## src/rtl/cpu_checker_sched_pkg.sv

```systemverilog
// Shared encodings for the checker record scheduler: FSM states, record delimiters and verdict codes.
package cpu_checker_sched_pkg;

    typedef enum logic [2:0] {
        S_IDLE,
        S_COLLECT,
        S_FLUSH,
        S_REPLAY,
        S_SAMPLE,
        S_REPORT
    } state_e;

    localparam logic [7:0] CH_START = 8'h5E;  // '^'
    localparam logic [7:0] CH_END   = 8'h23;  // '#'
    localparam logic [7:0] CH_NUL   = 8'h00;

    localparam logic [1:0] FMT_INVALID = 2'b00;
    localparam logic [1:0] FMT_REGWR   = 2'b01;
    localparam logic [1:0] FMT_MEMWR   = 2'b10;

endpackage

```

## src/rtl/cpu_checker_sched_rec_buf.sv

```systemverilog
// Record buffer: one synchronous write port, one combinational read port.
module rec_buf #(
    parameter int DEPTH = 32,
    parameter int AW    = $clog2(DEPTH)
) (
    input  logic          clk,
    input  logic          we_i,
    input  logic [AW-1:0] waddr_i,
    input  logic [7:0]    wdata_i,
    input  logic [AW-1:0] raddr_i,
    output logic [7:0]    rdata_o
);
    logic [7:0] mem_q [DEPTH];

    always_ff @(posedge clk) begin
        if (we_i) mem_q[waddr_i] <= wdata_i;
    end

    assign rdata_o = mem_q[raddr_i];
endmodule

```

## src/rtl/cpu_checker_sched.sv

```systemverilog
// Shares one cpu_checker among N_SRC character sources: buffer a whole record from a
// round-robin winner, reset the checker, replay the record gap-free, report the verdict.
module cpu_checker_sched
    import cpu_checker_sched_pkg::*;
#(
    parameter int N_SRC   = 4,
    parameter int SRC_W   = 2,
    parameter int MAX_REC = 32
) (
    input  logic               clk,
    input  logic               reset,
    input  logic [N_SRC-1:0]   src_valid,
    input  logic [8*N_SRC-1:0] src_char,
    output logic [N_SRC-1:0]   src_ready,
    output logic [7:0]         chk_char,
    output logic               chk_reset,
    input  logic [1:0]         chk_format,
    output logic               res_valid,
    output logic [SRC_W-1:0]   res_src,
    output logic [1:0]         res_type,
    output logic               res_ovf
);
    localparam int AW = $clog2(MAX_REC);
    localparam logic [AW:0] LEN_FULL = (AW+1)'(MAX_REC);

    state_e           state_q, state_d;
    logic [SRC_W-1:0] grant_q, grant_d, rr_ptr_q, rr_ptr_d;
    logic [AW:0]      len_q, len_d;
    logic [AW-1:0]    idx_q, idx_d;
    logic [SRC_W-1:0] res_src_q, res_src_d;
    logic [1:0]       res_type_q, res_type_d;
    logic             res_ovf_q, res_ovf_d;

    logic [7:0]       in_char;
    logic             in_xfer;
    logic             buf_we;
    logic [AW-1:0]    buf_waddr;
    logic [7:0]       buf_rdata;
    logic             pick_vld;
    logic [SRC_W-1:0] pick_idx;

    assign in_char = src_char[{grant_q, 3'b000} +: 8];
    assign in_xfer = (state_q == S_COLLECT) && src_valid[grant_q];

    // Walk downward so the source closest to rr_ptr (lowest offset) wins.
    always_comb begin
        int j;
        j        = 0;
        pick_vld = 1'b0;
        pick_idx = '0;
        for (int k = N_SRC-1; k >= 0; k--) begin
            j = int'(rr_ptr_q) + k;
            if (j >= N_SRC) j = j - N_SRC;
            if (src_valid[j[SRC_W-1:0]]) begin
                pick_vld = 1'b1;
                pick_idx = j[SRC_W-1:0];
            end
        end
    end

    rec_buf #(.DEPTH(MAX_REC), .AW(AW)) u_buf (
        .clk     (clk),
        .we_i    (buf_we),
        .waddr_i (buf_waddr),
        .wdata_i (in_char),
        .raddr_i (idx_q),
        .rdata_o (buf_rdata)
    );

    always_ff @(posedge clk or negedge reset) begin
        if (!reset) begin
            state_q    <= S_IDLE;
            grant_q    <= '0;
            rr_ptr_q   <= '0;
            len_q      <= '0;
            idx_q      <= '0;
            res_src_q  <= '0;
            res_type_q <= FMT_INVALID;
            res_ovf_q  <= 1'b0;
        end else begin
            state_q    <= state_d;
            grant_q    <= grant_d;
            rr_ptr_q   <= rr_ptr_d;
            len_q      <= len_d;
            idx_q      <= idx_d;
            res_src_q  <= res_src_d;
            res_type_q <= res_type_d;
            res_ovf_q  <= res_ovf_d;
        end
    end

    always_comb begin
        state_d    = state_q;
        grant_d    = grant_q;
        rr_ptr_d   = rr_ptr_q;
        len_d      = len_q;
        idx_d      = idx_q;
        res_src_d  = res_src_q;
        res_type_d = res_type_q;
        res_ovf_d  = res_ovf_q;
        buf_we     = 1'b0;
        buf_waddr  = len_q[AW-1:0];
        case (state_q)
            S_IDLE: begin
                if (pick_vld) begin
                    grant_d = pick_idx;
                    len_d   = '0;
                    state_d = S_COLLECT;
                end
            end
            S_COLLECT: begin
                if (in_xfer) begin
                    // A full buffer loses the record to any further character, even '^'.
                    if (len_q == LEN_FULL) begin
                        res_src_d  = grant_q;
                        res_type_d = FMT_INVALID;
                        res_ovf_d  = 1'b1;
                        state_d    = S_REPORT;
                    end else if (in_char == CH_START) begin
                        buf_we    = 1'b1;
                        buf_waddr = '0;
                        len_d     = (AW+1)'(1);
                    end else if (len_q != '0) begin
                        buf_we = 1'b1;
                        len_d  = len_q + 1'b1;
                        if (in_char == CH_END) state_d = S_FLUSH;
                    end
                end
            end
            S_FLUSH: begin
                idx_d   = '0;
                state_d = S_REPLAY;
            end
            S_REPLAY: begin
                idx_d = idx_q + 1'b1;
                if ({1'b0, idx_q} == len_q - 1'b1) state_d = S_SAMPLE;
            end
            S_SAMPLE: begin
                res_src_d  = grant_q;
                res_type_d = chk_format;
                res_ovf_d  = 1'b0;
                state_d    = S_REPORT;
            end
            S_REPORT: begin
                rr_ptr_d = (grant_q == SRC_W'(N_SRC-1)) ? '0 : grant_q + 1'b1;
                len_d    = '0;
                state_d  = S_IDLE;
            end
            default: state_d = S_IDLE;
        endcase
    end

    always_comb begin
        src_ready = '0;
        chk_char  = CH_NUL;
        chk_reset = ~reset;
        res_valid = 1'b0;
        case (state_q)
            S_COLLECT: src_ready[grant_q] = 1'b1;
            S_FLUSH:   chk_reset = 1'b1;
            S_REPLAY:  chk_char = buf_rdata;
            S_REPORT:  res_valid = 1'b1;
            default: ;
        endcase
    end

    assign res_src  = res_src_q;
    assign res_type = res_type_q;
    assign res_ovf  = res_ovf_q;
endmodule

```

## config.mk

```make
export PLATFORM = sky130hd
export DESIGN_NAME = cpu_checker_sched
export DESIGN_NICKNAME = d
export VERILOG_FILES = /design/src/rtl/cpu_checker_sched_pkg.sv /design/src/rtl/cpu_checker_sched_rec_buf.sv /design/src/rtl/cpu_checker_sched.sv
export SDC_FILE = /design/constraint.sdc
export NUM_CORES = 1
export LEC_CHECK = 0
export CAP_MARGIN = 30
export CORE_MARGIN = 2
export CORE_UTILIZATION = 25
export DETAILED_ROUTE_END_ITERATION = 7
export RECOVER_POWER = 50
export SETUP_SLACK_MARGIN = 0.5
export SYNTH_ARGS = -nofsm -noshare
export SYNTH_HDL_FRONTEND = slang
export SYNTH_SLANG_ARGS = --single-unit
```

## constraint.sdc

```tcl
create_clock -name clk -period 5.12 [get_ports clk]
set_clock_uncertainty 0.05 [all_clocks]
set_input_delay 1.024 -clock clk [delete_from_list [all_inputs] [get_ports clk]]
set_output_delay 1.024 -clock clk [all_outputs]
set_load 0.05 [all_outputs]
```

==> metrics.md <==
| Metric | Value |
|---|---|
| Vias in the first global route | `~6.4k` |
| Hold wc startpoint | `res_type[1]` |
| Synth Register Bits | `about 280` |
| Layout net count | `between 700 and 800` |
| R2R depth | `6` |
| Post-DP HPWL | `between 15 and 20 mm` |
| PwrDens | `513.3 nW/um^2` |
| Post-synthesis mux area share | `18.00%` |
| Combinational Power Share | `28.7%` |
| Post-synthesis cell type count | `55` |
| Clock root cell | `clkbuf_16` |
| Register share of total power | `between 40% and 50%` |
| Fraction of layout cells with a size suffix above 1 | `22.95%` |
| Max layer used | `met4` |
| Buffers added on ports | `58` |
| Reg clk slew, reported paths | `0.06 ns` |
| Clock sink count | `279` |
| Synthesized-area fraction occupied by and/or/nand/nor cells | `5.277%` |
| Clk pwr share | `28.1%` |
| Detailed Route WL | `~27 mm` |
| WP data arrival | `3.25 ns` |
| Slew Limit Fails | `238` |
| Area Growth Syn to Fin | `20.91%` |
| Met2 WL | `13.22 mm` |
| Post-Synthesis Cells | `around 620` |
| Fin crit period | `4.323 ns` |
| Switching portion of total power | `30.59%` |
| Max cap viols | `7` |
| Mapped Area | `between 10000 and 15000 sq um` |
| Syn_area_per_cell | `19.01 sq um` |
| Worst EP required | `roughly 4.1 ns` |
| Clock Path Buffers | `3` |
| Top cells by count, synth | `edfxtp_1, mux4_2, nor2_1` |
| First-iteration detailed-routing DRC count | `497` |
| Vias | `6230` |
| Crit path kind | `register to output pin` |
| Initial Utilization | `approximately 25%` |
| Most frequent cell after synthesis | `edfxtp_1` |
| Cts hold-fix bufs | `0` |
| Die Span Y | `220.5 um` |
| Post-synthesis xor/xnor area fraction | `0.3739%` |
| Io pins | `59` |
| Placeable Area | `46360 sq um` |
| Multi-input logic area | `3243 sq um` |
| Post-synth top area cell | `edfxtp_1` |
| Worst vdd ir | `254.5 uV` |
| Largest family of logic cells by synthesized area | `multiplexers` |
| Psw | `2.223 mW` |
| Internal | `~5.0 mW` |
| FF+latch area | `8268 sq um` |
| Setup TNS Final | `0 ns` |
| Number of synthesized flops with an enable pin | `roughly 260` |
| Synthesis Warnings | `0` |
| Compound-cell area share of the yosys netlist | `~3.3%` |
| Failing checks | `max-capacitance violations, max-slew violations` |
| Worst setup EP type | `output pin` |
| Post-DR wirelength/cell | `around 20 um` |
| Via/cell ratio | `4.653` |
| GRT Residual Overflow | `0` |
| Worst Setup SP | `idx_q[0]` |
| Slew @ Worst Pin | `1.701 ns` |
| Part of the cycle the worst path needs | `between 80 and 90%` |
| DRC Markers | `0` |
| Ant. Diodes | `0` |
| Final hold violations | `0` |
| Run status | `finished, violations left` |
| Cts bufs inserted | `28` |
| Clock Latency Late Sink | `0.53 ns` |
| Synth top area cells | `edfxtp_1, mux4_2, dfrtp_1` |
| Max-slew headroom | `-13.43%` |
| Critical Path Sink | `chk_char[3]` |
| Register area share after synthesis | `70.55%` |
| Post-synth net total | `663` |
| Leak Pwr | `between 4 and 5 nW` |
| Worst-path maximum fanout | `13` |
| Worst reg2reg path endpoint | `state_q[0]` |
| Startpoint Class | `register` |
| Worst hold path type | `register to register` |
| Area share of the largest cell type after synthesis | `65.63%` |
| First-pass GRT wire length | `40.92 mm` |
| Met3 WL post-DR | `roughly 1.5 mm` |
| Reg2reg start | `grant_q[0]` |
| Fraction of registers with async set or reset after synthesis | `8.244%` |
| WHS Path Cells | `1` |
| Fillers | `4454` |
| Largest net degree at the start of global routing | `between 50 and 60` |
| Adder-Cell Fraction of Synth Area | `0.7478%` |
| H-tree depth | `1` |
| TritonCTS clock tree | `done` |
| WL met1 | `approximately 12 mm` |
| Drt first pass iters | `5` |
| Initial antenna violation count | `2` |
| Pre-CTS setup slack | `0.8213 ns` |
| Max Fclk | `0.2313 GHz` |
| Remaining antenna violation count | `0` |
| PnR worst setup slack | `roughly 0.8 ns` |
| Die Wd | `220.5 um` |
| Worst R2R Setup Slack | `~1.2 ns` |
| Placer Congestion | `around 0.75` |
| Die footprint | `48600 sq um` |
| Row count | `79` |
| Synth Flop Type | `edfxtp_1` |
| Total track usage | `~11%` |
| Unrepaired setup endpoints after global routing | `no` |
| Setup violators final | `0` |
cells by family (layout without fill, tap and decap cells):
logic type	count (synthesis)	count (layout)
multiplexers	97	97
XOR/XNOR	5	5
buffers and inverters	52	168
AO/OA/AOI/OAI	55	55
flip-flops	279	279
adder cells (fa/ha/maj)	7	7
AND/OR/NAND/NOR	121	121
per-layer routing:
| metal | vias up | GRT usage [%] |
|---|---|---|
| li1 | 2730 | - |
| met1 | 3286 | 15.78 |
| met2 | 180 | 18.59 |
| met3 | 34 | 1.567 |
| met4 | 0 | 2.506 |
| met5 | - | 0 |
what timing repair did:
action / 4_1_cts / 5_1_grt
setup endpoints to repair: 8 / 0
hold endpoints to repair: 0 / 0
resized for setup: 8 / 0
setup buffers: 1 / 0
cell type report:
type                            instances  share of cell area, %
Timing Repair Buffer                  105                  6.538
Clock buffer                           38                  5.363
Inverter                               13                 0.3446
Sequential cell                       279                  58.38
Tap cell                              607                  5.363
Multi-Input combinational cell        285                  22.90
Clock inverter                         12                  1.104
state kept, by name, indices dropped and copies added, names as in the netlist:
register and count:
rr_ptr_q 2, state_q 3, u_buf.mem_q 256, grant_q 2, res_ovf 1, res_src 2, res_type 2, len_q 6
idx_q 5
power by group through the flow:
| stage | registers (mW) | logic [mW] | clock network, mW |
|---|---|---|---|
| floorplan | 3.02 | 1.48 | 0 |
| CTS | 3.12 | 2.15 | 2.08 |
| global placement | 3.18 | 2.07 | 0 |
| global route | 3.17 | 2.25 | 2.17 |
| finish | 3.14 | 2.08 | 2.04 |
| detailed placement | 3.18 | 2.11 | 0 |
worst min path at each step:
stage	slack, ns	to
finish	0.46	res_type[1]
global route	0.48	res_type[1]
CTS	0.47	res_type[1]
detailed placement	0.44	res_type[1]
global placement	0.45	res_type[1]
floorplan	0.45	grant_q[0]
stage by stage:
stage               std cells  area (sq um)  power, mW  utilization (%)  hold slack, ns
global placement         1286         13260      5.254            28.59          0.4499
global route             1339         14160      7.595            30.55          0.4829
detailed placement       1286         13260      5.291            28.59          0.4437
finish                   1339         14160      7.268            30.55          0.4644
CTS                      1337         14180      7.342            30.58          0.4662
floorplan                 616         11710      4.507                -          0.4514
layout by cell type (no fill, tap or decap), types with 2 or more instances in the layout:
master,Yosys,layout
a21oi_1,8,8
a22o_1,11,11
a31oi_1,7,7
and2_1,5,5
and3_1,3,3
buf_12,0,2
buf_4,0,36
bufinv_16,0,4
clkbuf_1,29,17
clkbuf_16,0,29
clkdlybuf4s50_1,0,48
clkinv_1,0,5
clkinv_2,0,2
dfrtp_1,23,21
dlygate4sd2_1,0,8
dlygate4sd3_1,0,2
edfxtp_1,256,256
ha_1,7,7
inv_1,13,13
mux2_2,4,4
mux2i_1,4,4
mux4_1,5,5
mux4_2,84,84
nand2_1,13,13
nand2b_1,5,5
nand3_1,13,13
nand3b_1,4,4
nand4_1,6,6
nor2_1,43,43
nor2b_1,3,3
nor3_1,7,7
nor4_1,6,6
o21ai_0,11,11
o221ai_1,2,2
o22ai_1,2,2
or3_1,4,4
xnor2_1,4,4
critical path, cell delays in order, from the launching register on:
cell	delay (ns)
dfrtp_4	0.64
buf_4	0.29
mux4_2	0.55
mux4_2	0.53
a22o_1	0.26
dlygate4sd2_1	0.45
(Power assumes the default switching activity.)
